File: src/rtl/arb_pkg.sv
// Shared types and encodings for the round-robin / fixed priority arbiter.
package arb_pkg;

    typedef enum logic {
        IDLE  = 1'b0,
        GRANT = 1'b1
    } state_t;

    localparam logic MODE_FIXED = 1'b0;
    localparam logic MODE_RR    = 1'b1;

endpackage

File: src/rtl/rr_pick.sv
// Combinational masked priority picker: first set request at or after the
// start index (ptr in round-robin mode, 0 in fixed mode), wrapping mod N.
module rr_pick
    import arb_pkg::*;
#(
    parameter int unsigned N    = 4,
    parameter int unsigned IDXW = $clog2(N)
) (
    input  logic [N-1:0]    i_req,
    input  logic [IDXW-1:0] i_ptr,
    input  logic            i_mode,
    output logic [N-1:0]    o_grant,
    output logic [IDXW-1:0] o_idx
);

    logic [IDXW-1:0] w_start;
    logic [N-1:0]    w_rot;
    logic            w_found;
    int unsigned     w_pos;

    // Rotate a doubled request vector so the search always starts at bit 0,
    // then map the first hit back to an absolute requester index.
    always_comb begin
        w_start = (i_mode == MODE_RR) ? i_ptr : '0;
        w_rot   = N'({i_req, i_req} >> w_start);
        w_found = 1'b0;
        w_pos   = 0;
        o_grant = '0;
        o_idx   = '0;
        for (int unsigned k = 0; k < N; k++) begin
            if (!w_found && w_rot[k]) begin
                w_found = 1'b1;
                w_pos   = 32'(w_start) + k;
                if (w_pos >= N) begin
                    w_pos = w_pos - N;
                end
                o_idx          = IDXW'(w_pos);
                o_grant[o_idx] = 1'b1;
            end
        end
    end

endmodule

File: src/rtl/rr_priority_arbiter.sv
// N-requester arbiter with registered one-hot grant, fixed or round-robin
// policy, grant hold until release/withdrawal and optional hold timeout.
module rr_priority_arbiter
    import arb_pkg::*;
#(
    parameter int unsigned N        = 4,
    parameter int unsigned IDXW     = $clog2(N),
    parameter int unsigned MAX_HOLD = 0
) (
    input  logic            clk,
    input  logic            rst_n,
    input  logic [N-1:0]    req,
    input  logic            mode,
    input  logic            release_i,
    output logic [N-1:0]    grant,
    output logic            grant_valid,
    output logic [IDXW-1:0] grant_idx,
    output logic            timeout
);

    state_t          r_state;
    state_t          w_state_nxt;
    logic [N-1:0]    r_grant;
    logic            r_valid;
    logic [IDXW-1:0] r_idx;
    logic            r_timeout;
    logic [IDXW-1:0] r_ptr;
    logic            r_mode;

    logic [N-1:0]    w_pick_gnt;
    logic [IDXW-1:0] w_pick_idx;
    logic            w_lim;
    logic            w_end;

    logic [N-1:0]    w_grant_nxt;
    logic [IDXW-1:0] w_idx_nxt;
    logic            w_to_nxt;
    logic [IDXW-1:0] w_ptr_nxt;
    logic            w_mode_nxt;

    rr_pick #(
        .N    (N),
        .IDXW (IDXW)
    ) u_pick (
        .i_req   (req),
        .i_ptr   (r_ptr),
        .i_mode  (mode),
        .o_grant (w_pick_gnt),
        .o_idx   (w_pick_idx)
    );

    generate
        if (MAX_HOLD > 0) begin : g_hold
            localparam int unsigned HCW = (MAX_HOLD > 1) ? $clog2(MAX_HOLD + 1) : 1;
            logic [HCW-1:0] r_hold;

            // Hold counter: zero while idle so it starts at 0 on grant entry, saturates.
            always_ff @(posedge clk or negedge rst_n) begin
                if (!rst_n) begin
                    r_hold <= '0;
                end else if (r_state == IDLE) begin
                    r_hold <= '0;
                end else if (r_hold != '1) begin
                    r_hold <= r_hold + 1'b1;
                end
            end

            assign w_lim = (r_hold == HCW'(MAX_HOLD - 1));
        end else begin : g_nohold
            assign w_lim = 1'b0;
        end
    endgenerate

    // State register.
    always_ff @(posedge clk or negedge rst_n) begin
        if (!rst_n) begin
            r_state <= IDLE;
        end else begin
            r_state <= w_state_nxt;
        end
    end

    // Next-state logic: arbitrate in IDLE, leave GRANT on any end condition.
    always_comb begin
        w_end       = (r_state == GRANT) && (release_i || !req[r_idx] || w_lim);
        w_state_nxt = r_state;
        case (r_state)
            IDLE:    if (req != '0) w_state_nxt = GRANT;
            GRANT:   if (w_end)     w_state_nxt = IDLE;
            default: w_state_nxt = IDLE;
        endcase
    end

    // Output logic: next values for the registered outputs and the pointer.
    // Timeout only when the hold limit is the sole reason the grant ends.
    always_comb begin
        w_grant_nxt = r_grant;
        w_idx_nxt   = r_idx;
        w_to_nxt    = 1'b0;
        w_ptr_nxt   = r_ptr;
        w_mode_nxt  = r_mode;
        if (r_state == IDLE) begin
            w_grant_nxt = w_pick_gnt;
            w_idx_nxt   = w_pick_idx;
            w_mode_nxt  = mode;
        end else if (w_end) begin
            w_grant_nxt = '0;
            w_idx_nxt   = '0;
            w_to_nxt    = w_lim && !release_i && req[r_idx];
            if (r_mode == MODE_RR) begin
                w_ptr_nxt = (r_idx == IDXW'(N - 1)) ? '0 : r_idx + 1'b1;
            end
        end
    end

    // Output and pointer registers.
    always_ff @(posedge clk or negedge rst_n) begin
        if (!rst_n) begin
            r_grant   <= '0;
            r_valid   <= 1'b0;
            r_idx     <= '0;
            r_timeout <= 1'b0;
            r_ptr     <= '0;
            r_mode    <= MODE_FIXED;
        end else begin
            r_grant   <= w_grant_nxt;
            r_valid   <= |w_grant_nxt;
            r_idx     <= w_idx_nxt;
            r_timeout <= w_to_nxt;
            r_ptr     <= w_ptr_nxt;
            r_mode    <= w_mode_nxt;
        end
    end

    assign grant       = r_grant;
    assign grant_valid = r_valid;
    assign grant_idx   = r_idx;
    assign timeout     = r_timeout;

endmodule

File: config.mk
export PLATFORM = sky130hd
export DESIGN_NAME = rr_priority_arbiter
export DESIGN_NICKNAME = d
export VERILOG_FILES = /design/src/rtl/arb_pkg.sv /design/src/rtl/rr_pick.sv /design/src/rtl/rr_priority_arbiter.sv
export SDC_FILE = /design/constraint.sdc
export NUM_CORES = 1
export LEC_CHECK = 0
export ABC_AREA = 0
export CORE_MARGIN = 2
export CORE_UTILIZATION = 53
export CTS_CLUSTER_DIAMETER = 120
export DETAILED_ROUTE_END_ITERATION = 10
export PLACE_DENSITY_LB_ADDON = 0.3
export RECOVER_POWER = 25
export SYNTH_ARGS = -nofsm -noshare
export SYNTH_HDL_FRONTEND = slang
export SYNTH_SLANG_ARGS = --single-unit
File: constraint.sdc
create_clock -name clk -period 4.4 [get_ports clk]
set_clock_uncertainty 0.05 [all_clocks]
set_input_delay 0.88 -clock clk [delete_from_list [all_inputs] [get_ports clk]]
set_output_delay 0.88 -clock clk [all_outputs]
set_load 0.1 [all_outputs]
==> reports/qor.yml, run 1 <==
outcome: "complete, no violations"
die_area_sq_mm: 0.00184
arrival_ns: 1.89
ir_drop_uv: 572
synth_fp_nets: 92
path_cells: "clkdlybuf4s50_1"
core_area_sq_mm: 0.00145
timing.rr.start: "r_ptr[1]$_DFFE_PN0P_"
critPathMaxFanout: 5
grt_pass1_wl_mm: 2.93
grt_pass1_vias: 619
fp.dieH_microns: 42.9
clkLatencyLatePin_ns: 0.27
min_period_over_period_pct: 64.2
slew-limit-headroom_pct: 35.4
start_kind: "flop"
area_growth_syn_to_layout_pct: 16.9
cts_buffer_depth: 2
rrSetupSlack_ns: 2.49
reg2reg_to: "grant_valid$_DFF_PN0_"
yosysWarnings: 0
antenna_found_initial: 0
cap_violations: 0
yosysSeqAreaShare_pct: 34.4
post-route-util_pct: 64.4
portBuffers: 14
gp_congestion: 0.793
syn_area_sq_um: 801
dp_cells: 105
fin_setup_tns_ns: 0
setup_viol: 0
path_clk_slew_ns: 0.07
p_per_area_mw_per_mm2: 686
hold_depth: 1
cts_sinks: 11
cts_buffers: 3
rows: 14
final_cell_mix: "clkdlybuf4s50_1 (13), dfrtp_1 (11), nand2_1 (8)"
rsz0062_at_grt: "false"
num_vias: 671
holdWs_ns: 0.463
drive_gt1_share_pct: 14.0
min_from: "r_mode$_DFFE_PN0N_"
slowest_stage: "clkdlybuf4s50_1"
drc: 0
worst_pin_slew_ns: 0.966
dieWidth_microns: 42.9
power.leakage_nw: 0.389
grt_start_max_net_pins: 14
postRouteAntennaNets: 0
slew_violations: 0
cts_tree: "yes"
num_antenna_cells: 0
first_pass_iters: 4
hold_end: "r_mode$_DFFE_PN0N_"
post_drt_via_cell_ratio: 6.16
wl_mm: 1.71
dp_hpwl_mm: 1.23
syn_inst: 83
path_buf_inv: 1
syn_avg_cell_area_sq_um: 9.65
synth.distinct_cells: 41
hold_violations: 0
cts_root_buf: "clkbuf_4"
reg2reg_depth: 4
min_period_ns: 2.82
fin_cells: 109
grt_use_total_pct: 21.6
crit_required_ns: 3.47
start_util_pct: 55.1
ctsResizeCount: 0
post-cts-setup-buffers: 0
fmax_ghz: 0.354
hp-class: "flop to flop"
layout_commonest_cell: "clkdlybuf4s50_1"
drtIter0Drc: 9
path_class: "flop to output port"
boundaryPins: 16
max_stage_delay_ns: 1.18
wl_per_cell_microns: 15.7
nets: 103
path_delay_family: "buffers and inverters"
grt_overflow_total: 0
yosys_register_bits: 11
cts_hold_buf: 0
htreeDepth: 1
crit_path_end_kind: "output port"
## cell type report
type	instances	area (sq um)
fill	109	518
multi-input combinational	62	467
sequential	11	275
timing repair buffer	14	140
clock buffer	4	26.3
tap	16	20.0
inverter	2	7.51
## report_power, final
group          total [W]  switching (W)  internal [W]
Clock          0.0000667      0.0000317     0.0000350
Combinational   0.000375       0.000240      0.000135
Sequential      0.000200      0.0000616      0.000138
## cells in the mapped netlist (all sizes together)
master   count  area (sq um)
o21bai       1          7.51
or4          1          7.51
nor2         4          15.0
o21ai        2          10.0
mux2i        2          20.0
o2bb2ai      2          23.8
nand3b       1          7.51
nor3         1          5.00
a21oi        7          46.3
dfrtp       11           275
mux2         4          56.3
nor2b        3          18.8
nor4         1          6.26
o32ai        1          8.76
a32o         1          10.0
inv          2          7.51
o22ai        4          25.0
nand4b       2          17.5
conb         1          3.75
nand2b       1          6.26
o311ai       1          8.76
clkbuf       2          7.51
a21o         2          22.5
nand2        9          41.3
ha           1          12.5
o21a         1          7.51
nor4bb       2          20.0
or2b         2          15.0
or2          2          15.0
a311o        1          10.0
and3         1          11.3
buf          6          43.8
o31ai        1          7.51
## cells by family (layout without fill, tap and decap cells)
| group | count (synthesis) | after routing | share of synthesized area, % |
|---|---|---|---|
| other | 1 | 1 | 0.468 |
| adder cells (fa/ha/maj) | 1 | 1 | 1.56 |
| multiplexers | 6 | 6 | 9.53 |
| flip-flops | 11 | 11 | 34.4 |
| AND/OR/NAND/NOR | 30 | 30 | 23.3 |
| buffers and inverters | 10 | 20 | 7.34 |
| AO/OA/AOI/OAI | 24 | 24 | 23.4 |
## routing by layer
metal,part of all wire [%],GRT usage (%),wire length [microns]
met1,45,30.5,776
met2,49,32.7,847
met3,4.7,2.98,81
met4,0.47,9.38,8
met5,0,0,0
## per-stage QoR
step           area [sq um]  power [W]  worst slack (ns)
6_report                936   0.000642              1.58
5_1_grt                 936   0.000677              1.51
4_1_cts                 936   0.000645              1.56
3_5_place_dp            910   0.000574              1.48
3_3_place_gp            910   0.000566              1.49
2_1_floorplan           801   0.000499              2.08
## registers in the layout (all words and copies together), names as in the netlist
register,flops
r_state,1
r_mode,1
grant_valid,1
grant,4
grant_idx,2
r_ptr,2
## worst max-delay path by stage
stage	startpoint	to	cells after the start
finish	grant_idx[0]$_DFFE_PN0P_	grant_idx[0]	1
global route	grant_idx[0]$_DFFE_PN0P_	grant_idx[0]	1
CTS	grant_idx[0]$_DFFE_PN0P_	grant_idx[0]	1
detailed placement	mode	grant_valid$_DFF_PN0_	5
global placement	mode	grant_valid$_DFF_PN0_	5
floorplan	grant_idx[1]$_DFFE_PN0P_	grant_valid$_DFF_PN0_	5
No activity file was read; power rests on OpenSTA's default activity.
==> inputs of run 2 (changes only) <==
Settings changed: CORE_ASPECT_RATIO from default to 1.2, CORE_UTILIZATION 53 to 45.
Clock period 4.4 ns to 2.4 ns, I/O delays scaled along.
==> run 2 against run 1 <==
Critical path depth grew 5. Combinational power grew 82%. Clock power grew 77%. Largest cell class unchanged.
==> reports/qor.yml, run 2 (synthesis gave the netlist of run 1 again) <==
timing.rr.start: "r_ptr[1]$_DFFE_PN0P_"
path_clk_slew_ns: 0.06  # about the same
portBuffers: 14  # unchanged
largest_reg_flops: 4  # unchanged
fp.dieH_microns: 50.2  # +17%
min_period_over_period_pct: 88.3
ir_drop_uv: 942  # +65%
slew_violations: 0  # unchanged
dp_hpwl_mm: 1.38  # +12%
cts_root_buf: "clkbuf_4"
first_pass_iters: 4  # unchanged
hp-class: "flop to flop"
die_area_sq_mm: 0.00213  # +16%
boundaryPins: 16  # unchanged
swShare_pct: 52.1  # +0.12 points
dp_cells: 116  # +10%
clkPwrFrac_pct: 10.1  # -0.3 points
fin_area_sq_um: 988  # +5.6%
nFillCells: 162  # +49%
cts_tree: "yes"
cts_hold_buf: 0  # unchanged
clkLatencyLatePin_ns: 0.26  # about the same
layout_commonest_cell: "buf_4"
dpl_cell_area_sq_um: 962  # +5.8%
reg2reg_to: "grant_valid$_DFF_PN0_"
post-cts-setup-buffers: 0  # unchanged
dieWidth_microns: 42.5  # -0.84%
pwr-share-seq_pct: 31.6  # +0.5 points
p_int_w: 0.000560  # +82%
grt_pass1_wl_mm: 3.12  # +6.6%
hold_violations: 0  # unchanged
grt_start_max_net_pins: 14  # unchanged
worst_slack_ns: 0.280  # -1.30 ns
outcome: "complete, no violations"
area_growth_syn_to_layout_pct: 23.4
post-route-util_pct: 59.5  # -4.9 points
cts_sinks: 11  # unchanged
crit_path_end_kind: "flop"
post_drt_via_cell_ratio: 5.93  # -3.8%
drtIter0Drc: 5  # -4
rrSetupSlack_ns: 0.49  # -2.00 ns
min_period_ns: 2.12
rsz0062_at_grt: "false"
hold_end: "grant[2]$_DFF_PN0_"
drive_gt1_share_pct: 28.4  # +14 points
gp_congestion: 0.821  # +3.4%
num_vias: 711  # +6.0%
switching_power_w: 0.000609  # +83%
cts_buffer_depth: 2  # unchanged
nets: 112  # +8.7%
antenna_found_initial: 0  # unchanged
cap_violations: 0  # unchanged
final_cell_mix: "buf_4 (16), dfrtp_1 (11), nand2_1 (8)"
power.leakage_nw: 0.444  # +14%
grt_pass1_vias: 711  # +15%
grt_overflow_total: 0  # unchanged
ff_latch_area_sq_um: 275  # unchanged
hold_depth: 1  # unchanged
critPathMaxFanout: 6  # +1
reg2reg_depth: 4  # unchanged
fin_setup_tns_ns: 0  # unchanged
crit_required_ns: 2.47  # -1.00 ns
arrival_ns: 2.19  # +0.30 ns
wl_mm: 1.81  # +5.5%
num_antenna_cells: 0  # unchanged
place_ws_ns: 0.00828  # -1.47 ns
multi_input_area_sq_um: 467  # unchanged
setup_viol: 0  # unchanged
drc: 0  # unchanged
p_per_area_mw_per_mm2: 1180  # +73%
path_class: "input pin to flop"
wl_per_cell_microns: 15.1  # -4.1%
start_kind: "input pin"
grt_use_total_pct: 19.0  # -2.6 points
start_util_pct: 48.2  # -6.9 points
fmax_ghz: 0.472
min_from: "grant[2]$_DFF_PN0_"
combPwrFrac_pct: 58.3  # -0.2 points
htreeDepth: 1  # unchanged
cts_buffers: 3  # unchanged
rows: 16  # +2
fin_cells: 120  # +10%
ctsResizeCount: 0  # unchanged
postRouteAntennaNets: 0  # unchanged
core_area_sq_mm: 0.00166  # +14%
[run 2: cell types whose count changed in the layout (fill, tap and decap cells not counted), sizes merged]
cell / before / now
buf: 0 / 16
clkdlybuf4s50: 13 / 6
[run 2: metal layers]
layer	part of all wire [%]	track usage, %
met1	45	24.8
met3	5.3	1.80
met2	48	30.8
met4	1.8	10.4
met5	0	0
[run 2: layout make-up]
cell class | count | share of cell area (%)
clock buffers | 4 | 2.66
multi-input cells | 62 | 47.2
flip-flops and latches | 11 | 27.8
inverters | 2 | 0.759
repair buffers | 23 | 19.2
well taps | 18 | 2.28
[run 2: metrics by stage]
step,hold slack [ns],power (W)
3_5_place_dp,0.452,0.00105
4_1_cts,0.466,0.00118
3_3_place_gp,0.450,0.00104
5_1_grt,0.482,0.00125
6_report,0.463,0.00117
2_1_floorplan,0.134,0.000914
[run 2: power groups by stage]
stage                     clock network (W)  registers [W]  logic [W]
after floorplan                           0       0.000573   0.000342
after CTS                          0.000124       0.000368   0.000686
final                              0.000118       0.000370   0.000682
after global routing               0.000137       0.000383   0.000726
after global placement                    0       0.000369   0.000673
after detailed placement                  0       0.000370   0.000683
[run 2: worst max-delay path, cell delays in order]
cell	delay, ns
clkdlybuf4s50_1	0.58
nor2b_1	0.16
o22ai_1	0.09
o31ai_1	0.26
o22ai_1	0.14
or4_1	0.49
[run 2: how the worst max path moves through the flow]
stage | start | end | cells past startpoint
floorplan | grant_idx[1]$_DFFE_PN0P_ | grant_valid$_DFF_PN0_ | 5
global placement | req[1] | grant_valid$_DFF_PN0_ | 6
detailed placement | req[1] | grant_valid$_DFF_PN0_ | 6
CTS | req[1] | grant_valid$_DFF_PN0_ | 6
global route | req[1] | grant_valid$_DFF_PN0_ | 6
finish | req[1] | grant_valid$_DFF_PN0_ | 6
==> inputs of run 3 (changes only) <==
Settings changed: CTS_CLUSTER_DIAMETER 120 to 100.
==> results of run 3 <==
No change in the layout: final DEF, timing and power equal those of run 2.
==> edit 1, RTL diff (settings of run 2) <==
Make the reset (`rst_n`) synchronous in 3 clocked blocks.
--- a/src/rtl/rr_priority_arbiter.sv
+++ b/src/rtl/rr_priority_arbiter.sv
@@ -57,3 +57,3 @@
             // Hold counter: zero while idle so it starts at 0 on grant entry, saturates.
-            always_ff @(posedge clk or negedge rst_n) begin
+            always_ff @(posedge clk) begin
                 if (!rst_n) begin
@@ -74,3 +74,3 @@
     // State register.
-    always_ff @(posedge clk or negedge rst_n) begin
+    always_ff @(posedge clk) begin
         if (!rst_n) begin
@@ -116,3 +116,3 @@
     // Output and pointer registers.
-    always_ff @(posedge clk or negedge rst_n) begin
+    always_ff @(posedge clk) begin
         if (!rst_n) begin
Function: differs if rst_n is asserted again (counterexample within 4 cycles, from zero or initial values and one cycle with rst_n low); with rst_n held inactive, the same outputs for 10 cycles.
==> edit 1 against run 2 <==
  * Synthesized area shrank 3.6%
  * Utilization shrank 0.15 points
  * Fmax grew 1.6%
  * Sequential share of layout area shrank 4.8 points
  * Wire length grew 2.2%
  * Die area shrank 3.3%
  * Setup slack gained 34 ps
  * Worst hold slack lost 39 ps
  * Global-route usage shrank 0.12 points
  * Sequential cell count is the same
  * Design area shrank 2.7%
  * Critical path type unchanged
Power is not compared: it rests on default switching activity, and its combinational part moved more than twofold at a synthesized area within 25%.
==> edit 1: results (changes against run 2) <==
status finished clean (unchanged); sequential share of the synthesized area 28.5% (was 34.4%); Compound-Gate Fraction of Synth Area 29.3% (was 23.4%); Fillers 154 (was 162); Commonest cells post-synth nor2_1, dfxtp_1, a21oi_1, nand2_1 (was dfrtp_1, nand2_1, a21oi_1); Routed WL per cell 13.8 um (was 15.1 um); Post-Route WL 1.85 mm (was 1.81 mm); max incr delay on CP 480 ps (was 580 ps); main flop type after synthesis dfxtp_1 (was dfrtp_1); post-synthesis cell area 772 um2 (was 801 um2); Mapped Nets 103 (was 92); Yosys cell types 43 (was 41); placed instance area 947 um2 (was 962 um2); number of global-route vias before repair 762 (was 711); Initial DRC Count 40 (was 5); RD Place Congestion 0.872 (was 0.821); multi-input logic area 479 um2 (was 467 um2); multi-input gates 72 (was 62); hpwl dp 1.38 mm (about the same); sequential cell area share 23.0% (was 27.8%); total track usage 18.9% (was 19.0%); Non-Clock Buffer Count 26 (was 23); via count 780 (was 711); inverter count 3 (was 2); nets@finish 126 (was 112); Gate Count Post-Synth 94 (was 83)
==> edit 1: metal layers <==
metal,track usage (%),up-vias,share of wire [%]
met5,0,-,0
met4,10.2,0,2.5
met3,3.33,8,9.3
met2,30.2,45,46
met1,23.7,342,42
li1,-,385,-
==> edit 1: worst paths after layout <==
kind / from / endpoint / slack, ps / depth (start not counted)
min: r_mode / r_mode / 420 / 2
max: req[2] / grant_valid / 310 / 6
min reg2reg: r_mode / r_mode / 420 / 2
max reg2reg: grant_idx[0] / grant_valid / 550 / 5
==> edit 1: power by group through the flow <==
stage	logic, mW	registers (mW)	clock network (mW)
2_1_floorplan	0.0751	0.253	0
3_3_place_gp	0.161	0.211	0
3_5_place_dp	0.163	0.211	0
4_1_cts	0.163	0.207	0.130
5_1_grt	0.169	0.209	0.143
6_report	0.160	0.207	0.127
==> edit 1: critical path, delay by kind of cell <==
kind	cells	cell delay [ps]
compound gates	3	680
buf+inv	1	480
mux	1	300
simple gates	1	230
==> edit 2, RTL diff (config.mk and constraints of run 2) <==
Made on the original files. Register the input `mode` before use, with the module's reset. The logic sees it one clock later. The other inputs are not delayed to match.
--- a/src/rtl/rr_priority_arbiter.sv
+++ b/src/rtl/rr_priority_arbiter.sv
@@ -19,2 +19,12 @@
 );
+
+    logic mode_q;
+
+    always_ff @(posedge clk or negedge rst_n) begin
+        if (!rst_n) begin
+            mode_q <= '0;
+        end else begin
+            mode_q <= mode;
+        end
+    end
 
@@ -46,3 +56,3 @@
         .i_ptr   (r_ptr),
-        .i_mode  (mode),
+        .i_mode  (mode_q),
         .o_grant (w_pick_gnt),
@@ -104,3 +114,3 @@
             w_idx_nxt   = w_pick_idx;
-            w_mode_nxt  = mode;
+            w_mode_nxt  = mode_q;
         end else if (w_end) begin
Formal check against the unedited RTL: not equivalent (a bounded check fails within 4 cycles, from zero or initial values and one cycle with rst_n low).
==> edit 2 against run 2 <==
  * Wire length decreased by 6.1%
  * Total power about the same
  * Synthesized area increased by 3.1%
  * Design area decreased by 0.89%
  * Sequential cell count increased by 1
  * Non-clock buffer count decreased by 4
  * Setup slack got worse by 18 ps
  * Final cell count decreased by 3.3%
  * Synthesized cell count increased by 1.2%
  * Highest routed layer unchanged
==> edit 2: results (changes against run 2) <==
post-route cell area 980 um2 (was 988 um2); CP Launch Point req[3] (was req[1]); layout cells sized above 1 25.5% (was 28.4%); Commonest cells post-synth dfrtp_1, nand2_1, a21oi_1 (unchanged); first-pass GRT wire length 2.86 mm (was 3.12 mm); Hold EP r_mode (was grant[2]); Initial DRC Count 17 (was 5); placed instance area 957 um2 (was 962 um2); synth top area cells dfrtp_1, mux2_4, a21oi_1, nand2_1, o22ai_1 (unchanged); adder and majority gate portion of the synthesized area 1.52% (was 1.56%); Finished Layout Cells 116 (was 120); Post-Route WL 1.70 mm (was 1.81 mm); Mean Syn Cell Area 9.83 um2 (was 9.65 um2); worst hold margin 468 ps (was 463 ps); clock-pin slew on the worst setup and hold paths 70 ps; total track usage 17.1% (was 19.0%); RD Place Congestion 0.833 (was 0.821); hpwl dp 1.31 mm (was 1.38 mm); Compound-Gate Fraction of Synth Area 22.7% (was 23.4%); Worst R2R Setup Slack 530 ps (was 490 ps); mux cell area share after synthesis 9.24% (was 9.53%); nets@finish 109 (was 112); Mapped Nets 93 (was 92); f_max 0.468 GHz (was 0.472 GHz); Critical Path AT 2220 ps (was 2190 ps); Internal Pwr Total 0.565 mW (was 0.560 mW); dpl ws 21.4 ps (was 8.28 ps); R2R depth 5 (was 4); status finished clean (unchanged); placed cells 113 (was 116); via count 689 (was 711); number of global-route vias before repair 681 (was 711); Fillers 141 (was 162)
edit 2: routing by layer:
layer	GRT usage [%]	wire length, um	up-vias
met5	0	0	-
met4	8.08	25	0
met3	2.12	72	6
met2	28.4	820	19
met1	21.7	778	328
li1	-	-	336
edit 2: power by group through the flow:
stage | registers, mW | clock network (mW) | logic, mW
CTS | 0.380 | 0.121 | 0.674
global placement | 0.382 | 0 | 0.664
finish | 0.382 | 0.116 | 0.671
global route | 0.397 | 0.130 | 0.704
floorplan | 0.589 | 0 | 0.340
detailed placement | 0.384 | 0 | 0.670
edit 2: area by class of cell:
| cell class | instances | share of cell area [%] |
|---|---|---|
| timing repair buffer | 19 | 16.3 |
| tap | 18 | 2.30 |
| sequential | 12 | 30.7 |
| multi-input combinational | 62 | 47.6 |
| inverter | 2 | 0.766 |
| clock buffer | 3 | 2.30 |
edit 2: critical path, stage by stage:
cell and delay, ps:
clkdlybuf4s50_1 560, or2_1 200, o22ai_1 90, o31ai_1 270
o22ai_1 150, or4_1 470
